**src/rtl/fixed_to_float_ci.sv**
```systemverilog
// Custom-instruction converter: signed fixed-point (FRAC_BITS fraction) scaled by 2^k to IEEE-754 single.
// Serial normalise (one shift per cycle), round-to-nearest-even, then pack with inf/flush saturation.
module fixed_to_float_ci #(
    parameter int unsigned FRAC_BITS = 22
) (
    input  logic        clk,
    input  logic        rst_n,
    input  logic        clk_en,
    input  logic        start,
    input  logic [31:0] dataa,
    input  logic [31:0] datab,
    output logic [31:0] result,
    output logic        done
);

    localparam int unsigned W     = 32;
    localparam int unsigned LZ_W  = 5;
    localparam int unsigned EXP_W = 12;
    localparam int unsigned FR_W  = 23;

    localparam logic signed [EXP_W-1:0] EXP_INF  = 12'sd255;
    localparam logic signed [EXP_W-1:0] EXP_ZERO = 12'sd0;
    localparam logic        [EXP_W-1:0] EXP_BIAS = 12'd158;

    typedef enum logic [1:0] {
        IDLE  = 2'd0,
        NORM  = 2'd1,
        ROUND = 2'd2,
        PACK  = 2'd3
    } state_t;

    state_t                    state_q, state_d;
    logic                      sign_q, sign_d;
    logic                      zero_q, zero_d;
    logic [W-1:0]              mag_q, mag_d;
    logic [7:0]                adj_q, adj_d;
    logic [LZ_W-1:0]           lz_q, lz_d;
    logic [FR_W-1:0]           frac_q, frac_d;
    logic signed [EXP_W-1:0]   exp_q, exp_d;
    logic [W-1:0]              result_q, result_d;
    logic                      done_q, done_d;

    logic [W-1:0]              abs_a;
    logic                      round_inc;
    logic [FR_W:0]             frac_sum;
    logic signed [EXP_W-1:0]   exp_calc;
    logic                      unused_datab;

    assign unused_datab = ^datab[31:8];

    // Magnitude and rounding datapath
    always_comb begin
        abs_a     = dataa[31] ? W'(~dataa + W'(1)) : dataa;
        round_inc = mag_q[7] & ((|mag_q[6:0]) | mag_q[8]);
        frac_sum  = {1'b0, mag_q[30:8]} + (FR_W+1)'(round_inc);
        exp_calc  = EXP_BIAS - EXP_W'(lz_q) - EXP_W'(FRAC_BITS)
                  + {{(EXP_W-8){adj_q[7]}}, adj_q} + EXP_W'(frac_sum[FR_W]);
    end

    always_comb begin
        state_d  = state_q;
        sign_d   = sign_q;
        zero_d   = zero_q;
        mag_d    = mag_q;
        adj_d    = adj_q;
        lz_d     = lz_q;
        frac_d   = frac_q;
        exp_d    = exp_q;
        result_d = result_q;
        done_d   = 1'b0;

        unique case (state_q)
            IDLE: begin
                if (start) begin
                    sign_d  = dataa[31];
                    mag_d   = abs_a;
                    adj_d   = datab[7:0];
                    lz_d    = '0;
                    zero_d  = (abs_a == '0);
                    state_d = (abs_a == '0) ? PACK : NORM;
                end
            end
            NORM: begin
                if (mag_q[W-1]) begin
                    state_d = ROUND;
                end else begin
                    mag_d = {mag_q[W-2:0], 1'b0};
                    lz_d  = LZ_W'(lz_q + LZ_W'(1));
                end
            end
            ROUND: begin
                frac_d  = frac_sum[FR_W-1:0];
                exp_d   = exp_calc;
                state_d = PACK;
            end
            PACK: begin
                if (zero_q) begin
                    result_d = '0;
                end else if (exp_q >= EXP_INF) begin
                    result_d = {sign_q, 8'hFF, 23'h0};
                end else if (exp_q <= EXP_ZERO) begin
                    result_d = {sign_q, 31'h0};
                end else begin
                    result_d = {sign_q, exp_q[7:0], frac_q};
                end
                done_d  = 1'b1;
                state_d = IDLE;
            end
            default: state_d = IDLE;
        endcase
    end

    // clk_en gates every register, including the done pulse
    always_ff @(posedge clk or negedge rst_n) begin
        if (!rst_n) begin
            state_q  <= IDLE;
            sign_q   <= 1'b0;
            zero_q   <= 1'b0;
            mag_q    <= '0;
            adj_q    <= '0;
            lz_q     <= '0;
            frac_q   <= '0;
            exp_q    <= '0;
            result_q <= '0;
            done_q   <= 1'b0;
        end else if (clk_en) begin
            state_q  <= state_d;
            sign_q   <= sign_d;
            zero_q   <= zero_d;
            mag_q    <= mag_d;
            adj_q    <= adj_d;
            lz_q     <= lz_d;
            frac_q   <= frac_d;
            exp_q    <= exp_d;
            result_q <= result_d;
            done_q   <= done_d;
        end
    end

    assign result = result_q;
    assign done   = done_q;

endmodule

```
**config.mk**
```make
export PLATFORM = sky130hd
export DESIGN_NAME = fixed_to_float_ci
export DESIGN_NICKNAME = d
export VERILOG_FILES = /design/src/rtl/fixed_to_float_ci.sv
export SDC_FILE = /design/constraint.sdc
export NUM_CORES = 1
export LEC_CHECK = 0
export CAP_MARGIN = 15
export CORE_ASPECT_RATIO = 1.2
export CORE_MARGIN = 10
export CORE_UTILIZATION = 33
export CTS_BUF_LIST = sky130_fd_sc_hd__clkbuf_8
export DETAILED_ROUTE_END_ITERATION = 8
export SYNTH_ARGS = -nofsm -noshare
export SYNTH_HDL_FRONTEND = slang
export SYNTH_SLANG_ARGS = --single-unit
```
**constraint.sdc**
```tcl
create_clock -name clk -period 4.1 [get_ports clk]
set_input_delay 1.025 -clock clk [delete_from_list [all_inputs] [get_ports clk]]
set_output_delay 1.025 -clock clk [all_outputs]
set_load 0.02 [all_outputs]
```
[Yosys cells after proc, flatten, opt, wreduce, memory -nomap -nowiden]
Index checks and enable logic that the tools add are counted.
Cells by class
  add/subtract/negate cells: 7
  $lt $le $gt $ge: 2
  equal/unequal tests: 6
  multiplexer cells: 15
  bitwise gates (word level): 3
  reduce and logical (&&, ||, !) cells: 10
Operators with widths (number)
  $mux 32: 4
  $pmux 32 s2: 1
  $mux 31: 2
  $add 32x1->32 const B: 1
  $logic_not 32->1: 1
  $not 32->32: 1
  $add 23x1->24: 1
  $add 11x2->12: 1
  $ge 12x9->1 const B: 1
  $le 12x1->1 const B: 1
  $add 10x8->11: 1
  $mux 5: 2
  $pmux 5 s2: 1
  $sub 9x6->10 const B: 1
  $reduce_and 3->1: 3
  $sub 8x5->9 const A: 1
  $pmux 2 s4: 1
  $reduce_or 7->1: 1
  $mux 2: 3
  $ne 2x2->1 const B: 3
  $add 5x1->5 const B: 1
  $eq 2x2->1 const B: 2
  $reduce_and 2->1: 2
  $reduce_and 4->1: 1
  other kinds (6): 6
Word-level totals
  register bits after elaboration: 117
  bits of input ports: 68
  output and inout port bits: 33
  word-level logic and storage cells: 54

[Logic depth before layout (Yosys ltp)]
Gate-level depths: netlist of run 1.
  depth in word-level cells: 7
  gate-level depth with buffers: 19
  gate-level depth less buffers: 19

[Worst setup path after synthesis of run 1]
Ideal clock, no wire load.
  path kind: input to register
  start: in dataa[0]
  end: reg state_q[1]
  library setup time: 0.076 ns
  data arrival time: 3.445 ns
  required time: 4.024 ns
  setup slack: 0.579 ns
  stages on the path: 11
  buffers on the path: 1
  cells stage by stage: inv_1 ha_1 or3b_2 or3_1 buf_2 or4_4 o41ai_4 xnor2_1 nor4_2 nand4_1 o21ai_1
Between the ends
  longest elaborated chain between the ends: 7
RTL lines
  start: declaration: line 10  | input logic [31:0] dataa,
  $not 32->32: line 53  | abs_a = dataa[31] ? W'(~dataa + W'(1)) : dataa;
  $add 32x1->32: line 53
  $mux 32 (*): line 53
  $logic_not 32->1 (*): line 80  | state_d = (abs_a == '0) ? PACK : NORM;
  $mux 2 (*): line 80
  $mux 2 (*): line 74  | if (start) begin
  $pmux 2 s4 (*): line 72  | unique case (state_q)
  end signal: assignment: line 127  | state_q <= state_d;
  end: declaration: line 32  | state_t state_q, state_d;
Every way passes the cells marked *; elsewhere a longest branch is shown, timed or not. The select of a mux whose other input is x is not followed.
A chain may end at the register's enable or synchronous reset.

[Worst setup path in the final report of run 1]
  start: in dataa[0]
  end: reg zero_q
Between the ends
  longest elaborated chain between the ends: 4
RTL lines
  $not 32->32: line 53
  $add 32x1->32: line 53
  $mux 32 (*): line 53
  $logic_not 32->1 (*): line 79  | zero_d = (abs_a == '0);
  end signal: assignment: line 129  | zero_q <= zero_d;
  end: declaration: line 34  | logic zero_q, zero_d;
Every way passes the cells marked *; elsewhere a longest branch is shown, timed or not.

==> results of run 1 <==
[worst max-delay path, stage by stage]
cell	delay [ns]
clkdlybuf4s50_1	0.43
inv_1	0.07
ha_1	0.15
or3b_2	0.45
or3_1	0.37
or4_4	0.47
o41ai_4	0.23
xnor2_1	0.14
nor4_2	0.34
nand4_1	0.27
o21ai_1	0.19
[cell families (layout without fill, tap and decap cells)]
| family | Yosys count | in the layout |
|---|---|---|
| and+or+nand+nor | 216 | 216 |
| AOI/OAI and AO/OA | 209 | 209 |
| DFF | 117 | 117 |
| buffers and inverters | 81 | 193 |
| muxes | 16 | 16 |
| xor gates and xnor gates | 59 | 59 |
| adders and majority gates | 25 | 25 |
[Yosys cell counts, drive strengths merged, types with 3 or more instances]
| master | instances |
|---|---|
| xor2 | 19 |
| a21oi | 36 |
| nor4 | 8 |
| o22ai | 29 |
| nand3 | 19 |
| a21o | 4 |
| nand2 | 75 |
| or3 | 9 |
| clkbuf | 41 |
| nor2b | 5 |
| nor2 | 41 |
| nand2b | 10 |
| a22oi | 3 |
| nor3 | 12 |
| or4 | 6 |
| o21bai | 5 |
| a31oi | 3 |
| a22o | 26 |
| o21ai | 77 |
| buf | 5 |
| dfrtp | 117 |
| or2 | 3 |
| inv | 35 |
| o41ai | 4 |
| fa | 3 |
| nand4 | 8 |
| and3 | 7 |
| xnor2 | 40 |
| mux2 | 11 |
| ha | 22 |
| mux2i | 5 |
| nor3b | 4 |
| o31ai | 10 |
[worst max-delay path by stage]
stage / start / end / slack [ns]
floorplan: dataa[0] / state_q[1] / 0.58
global placement: dataa[0] / state_q[1] / -0.14
detailed placement: dataa[0] / zero_q / -0.19
CTS: dataa[0] / zero_q / 0.28
global route: mag_q[7] / exp_q[11] / 0.04
finish: dataa[0] / zero_q / 0.31
[metrics by stage]
stage          util [%]  instances  TNS (ns)  worst slack, ns  cell area [um2]
6_report          42.65       1096         0           0.3092             8398
5_1_grt           42.65       1096         0          0.03911             8398
4_1_cts           42.64       1096         0           0.2788             8396
3_5_place_dp      40.33       1064   -0.3700          -0.1876             7940
3_3_place_gp      40.33       1064   -0.2740          -0.1393             7940
2_1_floorplan         -        723         0           0.5788             6650
[registers in the layout (all words and copies together), names as in the netlist]
signal / count
sign_q: 1
done: 1
adj_q: 8
zero_q: 1
lz_q: 5
mag_q: 32
result: 32
frac_q: 23
exp_q: 12
state_q: 2
[cells in the final DEF (no fill, tap or decap), drive strengths merged, types with 12 or more instances in the layout]
cell / instances
a21oi: 36
a22o: 26
buf: 51
clkbuf: 18
clkdlybuf4s50: 75
dfrtp: 117
ha: 22
inv: 37
nand2: 75
nand3: 19
nor2: 41
nor3: 12
o21ai: 77
o22ai: 29
xnor2: 40
xor2: 19
[per-layer routing]
metal / global-route usage, % / wire (um) / share of wire, %
met2: 19.14 / 7303 / 46
met3: 2.623 / 504 / 3.2
met4: 4.218 / 234 / 1.5
met5: 0 / 0 / 0
met1: 16.27 / 7722 / 49
[cell type report]
class | instances | area share (%)
sequential | 117 | 34.86
clock inverter | 14 | 2.473
timing repair buffer | 126 | 13.50
inverter | 35 | 1.564
tap | 261 | 3.889
clock buffer | 18 | 2.950
multi-input combinational | 525 | 40.76
[timing repair]
action	4_1_cts	5_1_grt
endpoints found under the hold margin	0	0
setup endpoints to repair	0	2
gates resized for setup	0	1
[power by group]
part | switching [uW] | total [uW] | internal (uW)
clock network | 478 | 1210 | 737
logic | 1240 | 2350 | 1110
registers | 434 | 2100 | 1660
==> impl_metrics.tcl, run 1 <==
set metrics [dict create \
    relSlewSlack_pct 32.28 \
    worstMarginPinSlew_ns 1.016 \
    worstSetupEndpointType "flip-flop" \
    muxShareOfSynthArea_pct 2.615 \
    die_area_mm2 0.02625 \
    p_total_uw 5659 \
    synth_cells 723 \
    synthXorXnorAreaFrac_pct 7.770 \
    leakagePower_uw 0.003564 \
    synth.avg_cell_area_um2 9.198 \
    gp_routability_congestion 0.8224 \
    firstDrtPassIters 4 \
    synth_area_mm2 0.006650 \
    grt_use_total_pct 12.23 \
    cts_buffers 17 \
    clk_pin_slew_worst_paths_ns 0.08 \
    grt_max_degree 81 \
    synth_top_area_share_pct 44.03 \
    postCtsHoldBufs 0 \
    synthesis.nets 816 \
    coreArea_mm2 0.01969 \
    synth-simple-area-share_pct 16.03 \
    antennaDiodeCount 0 \
    wire_per_inst_um 14.39 \
    cts_tree "built" \
    ys.flop_type "dfrtp_1" \
    ff_latch_area_mm2 0.002928 \
    min_period_ns 3.791 \
    yosys.area_share.adder_pct 5.042 \
    hold_depth 2 \
    clock_sinks 117 \
    hold_class "flip-flop to flip-flop" \
    drc 0 \
    outcome "completed" \
    r2r_cells 19 \
    routed_via_density 4.934 \
    drtAntennaViolNets 0 \
    r2r-start "mag_q[7]" \
    multi_input_comb_area_mm2 0.003423 \
    async_flop_share_pct 100.0 \
    criticalPathCategory "input port to flip-flop" \
    ys_top_cells_by_area "dfrtp_1, o21ai_0, xnor2_1" \
    gr-total-overflow 0 \
    drive_gt1_share_pct 12.69 \
    hp-start "result[28]" \
    synth_sequential_area_ratio_pct 44.03 \
    dr_total_vias 5408 \
    synth_top_family_by_area "compound AO/OA/AOI/OAI gates" \
    arrival_ns 4.14 \
    rsz0062_at_grt "false" \
    peakVddDrop_uv 294.5 \
    crit_fanout 4 \
    yosysWarnings 0 \
    initial_utilization_pct 33.78 \
    hold-path-endpoint "result[28]" \
    setup_viol 0 \
    yosys.cell_types.count 56 \
    fin_crit_sh_pct 92.46 \
    pin_count 101 \
    cts-htree-levels 4 \
    cts_buffer_depth 2 \
    clock-root-buffer "clkbuf_8" \
    timing.hold.ws_ns 0.4773 \
    hold_viol_final 0 \
    fillCellCount 1903 \
    drtIter0Drc 255 \
    grt_pass1_wl_um 26610 \
    synth.ff_latch_count 117 \
    die_h_um 175.5 \
    r2r_slack_ns 0.42 \
    antenna_found_initial 0 \
    synth-compound-area-share_pct 19.87 \
    fp.dieW_um 149.6 \
    post_cts_buffers 0 \
    max_freq_mhz 263.8 \
    startpoint_type "input port" \
    wl_um 15770 \
    first_global_vias 5323 \
    dp_hpwl_um 11960 \
    skew_ns 0.01152 \
    powerDensity_mw_per_mm2 673.8 \
    port_buffers 76 \
    worstSkewPairLatency_ns 0.43 \
    synth_edf_count 0 \
    crit_required_ns 4.45 \
    timing.rr.end "exp_q[11]" \
    slew_violations 0 \
    yosysTopAreaCell "dfrtp_1" \
    row_count 56 \
    cap_violations 0 \
    layout.nets 915 \
    syn2layout_area_growth_pct 26.28 \
]
Power figures use the tool's default switching activity.
==> run 2, diff against run 1 <==
--- a/config.mk
+++ b/config.mk
@@ -7,10 +7,11 @@
 export LEC_CHECK = 0
 export CAP_MARGIN = 15
 export CORE_ASPECT_RATIO = 1.2
-export CORE_MARGIN = 10
-export CORE_UTILIZATION = 33
+export CORE_MARGIN = 2
+export CORE_UTILIZATION = 50
 export CTS_BUF_LIST = sky130_fd_sc_hd__clkbuf_8
 export DETAILED_ROUTE_END_ITERATION = 8
+export PLACE_DENSITY = 0.75
 export SYNTH_ARGS = -nofsm -noshare
 export SYNTH_HDL_FRONTEND = slang
 export SYNTH_SLANG_ARGS = --single-unit
==> impl_metrics.tcl, run 2 (synthesis results as in run 1) <==
set metrics [dict create \
    layout.nets 903 \
    power.internal_uw 3282 \
    worstSetupEndpointType "flip-flop" \
    wl_um 14610 \
    port_buffers 76 \
    fin_crit_sh_pct 90.62 \
    setup_ws_ns 0.3845 \
    max_freq_mhz 269.1 \
    drc 0 \
    relSlewSlack_pct 46.76 \
    skew_ns 0.01001 \
    antenna_found_initial 0 \
    clkPwrFrac_pct 17.4 \
    gr-total-overflow 0 \
    antennaDiodeCount 0 \
    grt_max_degree 68 \
    cts_buffers 17 \
    drtIter0Drc 300 \
    fp.dieW_um 109.3 \
    top_layer "met4" \
    outcome "completed" \
    drtAntennaViolNets 0 \
    first_global_vias 5222 \
    crit_required_ns 4.45 \
    p_comb_share_pct 43.5 \
    postCtsHoldBufs 0 \
    min_period_ns 3.715 \
    clk_pin_slew_worst_paths_ns 0.06 \
    gp_routability_congestion 0.8329 \
    criticalPathCategory "input port to flip-flop" \
    worstSkewPairLatency_ns 0.43 \
    die_h_um 130.3 \
    worstMarginPinSlew_ns 0.7986 \
    slew_violations 0 \
    syn2layout_area_growth_pct 21.77 \
    final_common_cell "dfrtp_1" \
    leakagePower_uw 0.003462 \
    routed-wl-met2_um 7187 \
    p_seq_share_pct 39.1 \
    firstDrtPassIters 5 \
    rsz0062_at_grt "false" \
    wire_per_inst_um 14.78 \
    cap_violations 0 \
    hold_class "flip-flop to flip-flop" \
    peakVddDrop_uv 302.9 \
    drive_gt1_share_pct 10.85 \
    grt_use_total_pct 21.62 \
    initial_utilization_pct 50.68 \
    row_count 46 \
    p_sw_uw 2100 \
    layout_common_cells "dfrtp_1, nand2_1, clkdlybuf4s50_1, o21ai_0" \
    dp_hpwl_um 11140 \
    place_ws_ns -0.09971 \
    crit_fanout 4 \
    die_area_mm2 0.01424 \
    routed_via_density 5.612 \
    clock_sinks 117 \
    cts-htree-levels 4 \
    coreArea_mm2 0.01312 \
    arrival_ns 4.07 \
    wl_met3_um 699 \
    clock-root-buffer "clkbuf_8" \
    wl_met1_um 6438 \
    cts_buffer_depth 2 \
    setup_viol 0 \
    dr_total_vias 5545 \
    p_total_uw 5382 \
    startpoint_type "input port" \
    hold_viol_final 0 \
    pin_count 101 \
    grt_pass1_wl_um 24230 \
    powerDensity_mw_per_mm2 664.6 \
    cts_tree "built" \
    switching_share_pct 39.02 \
]
-- run 2: cell types whose count changed in the layout (fill, tap and decap cells not counted) --
cell and change:
buf_4 -12, bufinv_16 -5, clkbuf_8 +6, clkinv_2 -4, clkinv_4 -2, clkinvlp_4 +1
inv_1 +2, inv_6 -1, nor2_2 -1, nor2_4 +1
-- run 2: layer usage --
metal	global-route usage (%)	up-vias
met3	5.095	23
met2	35.70	137
met4	8.637	0
met5	0	-
li1	-	2755
met1	27.49	2630
-- run 2: path summary, 6_finish.rpt --
| check | startpoint | end | slack (ns) | cells after the start |
|---|---|---|---|---|
| min in group asynchronous | rst_n | adj_q[2] | 0.67 | 1 |
| worst min-delay path | exp_q[8] | exp_q[8] | 0.47 | 2 |
| worst max-delay path | dataa[0] | state_q[1] | 0.38 | 11 |
| worst min register to register | exp_q[8] | exp_q[8] | 0.47 | 2 |
| worst max register to register | mag_q[8] | exp_q[11] | 0.41 | 19 |
| max in group asynchronous | rst_n | exp_q[11] | 2.58 | 2 |
-- run 2: power groups by stage --
stage,clock network [uW],logic (uW),registers [uW]
floorplan,0,1520,2150
global placement,0,2260,2090
detailed placement,0,2330,2120
CTS,954,2350,2100
global route,1010,2630,2180
finish,935,2340,2100
-- run 2: worst max-delay path: stages --
cell and delay (ns):
clkdlybuf4s50_1 0.42, inv_1 0.06, ha_1 0.15, or3b_2 0.46, or3_1 0.37, or4_4 0.47
o41ai_4 0.23, xnor2_1 0.14, nor4_2 0.30, nand4_1 0.25, o21ai_1 0.20
-- run 2: what timing repair did --
item | CTS | global route
setup buffers | 0 | 0
resized for setup | 0 | 2
setup endpoints to repair | 0 | 2
-- run 2: per-stage QoR --
step	hold WS (ns)	setup TNS (ns)	util, %	area, um2	cells
final	0.4717	0	61.71	8098	988
after global routing	0.4953	0	61.71	8098	988
after CTS	0.4765	0	61.65	8090	988
after detailed placement	0.4621	-0.1828	58.93	7734	959
after global placement	0.4550	-0.05005	58.93	7734	959
after floorplan	0.4418	0	-	6650	723
-- run 2: cell type report --
| class | count | area (um2) |
|---|---|---|
| Sequential cell | 117 | 2928 |
| Timing Repair Buffer | 114 | 1044 |
| Fill cell | 1106 | 5025 |
| Clock inverter | 5 | 26.28 |
| Inverter | 35 | 131.4 |
| Clock buffer | 24 | 330.3 |
| Multi-Input combinational cell | 525 | 3428 |
| Tap cell | 168 | 210.2 |
==> run 3, diff against run 2 <==
--- a/config.mk
+++ b/config.mk
@@ -5,7 +5,6 @@
 export SDC_FILE = /design/constraint.sdc
 export NUM_CORES = 1
 export LEC_CHECK = 0
-export CAP_MARGIN = 15
 export CORE_ASPECT_RATIO = 1.2
 export CORE_MARGIN = 2
 export CORE_UTILIZATION = 50
==> results of run 3 <==
The final DEF is identical to that of run 2; final timing and power are the same.
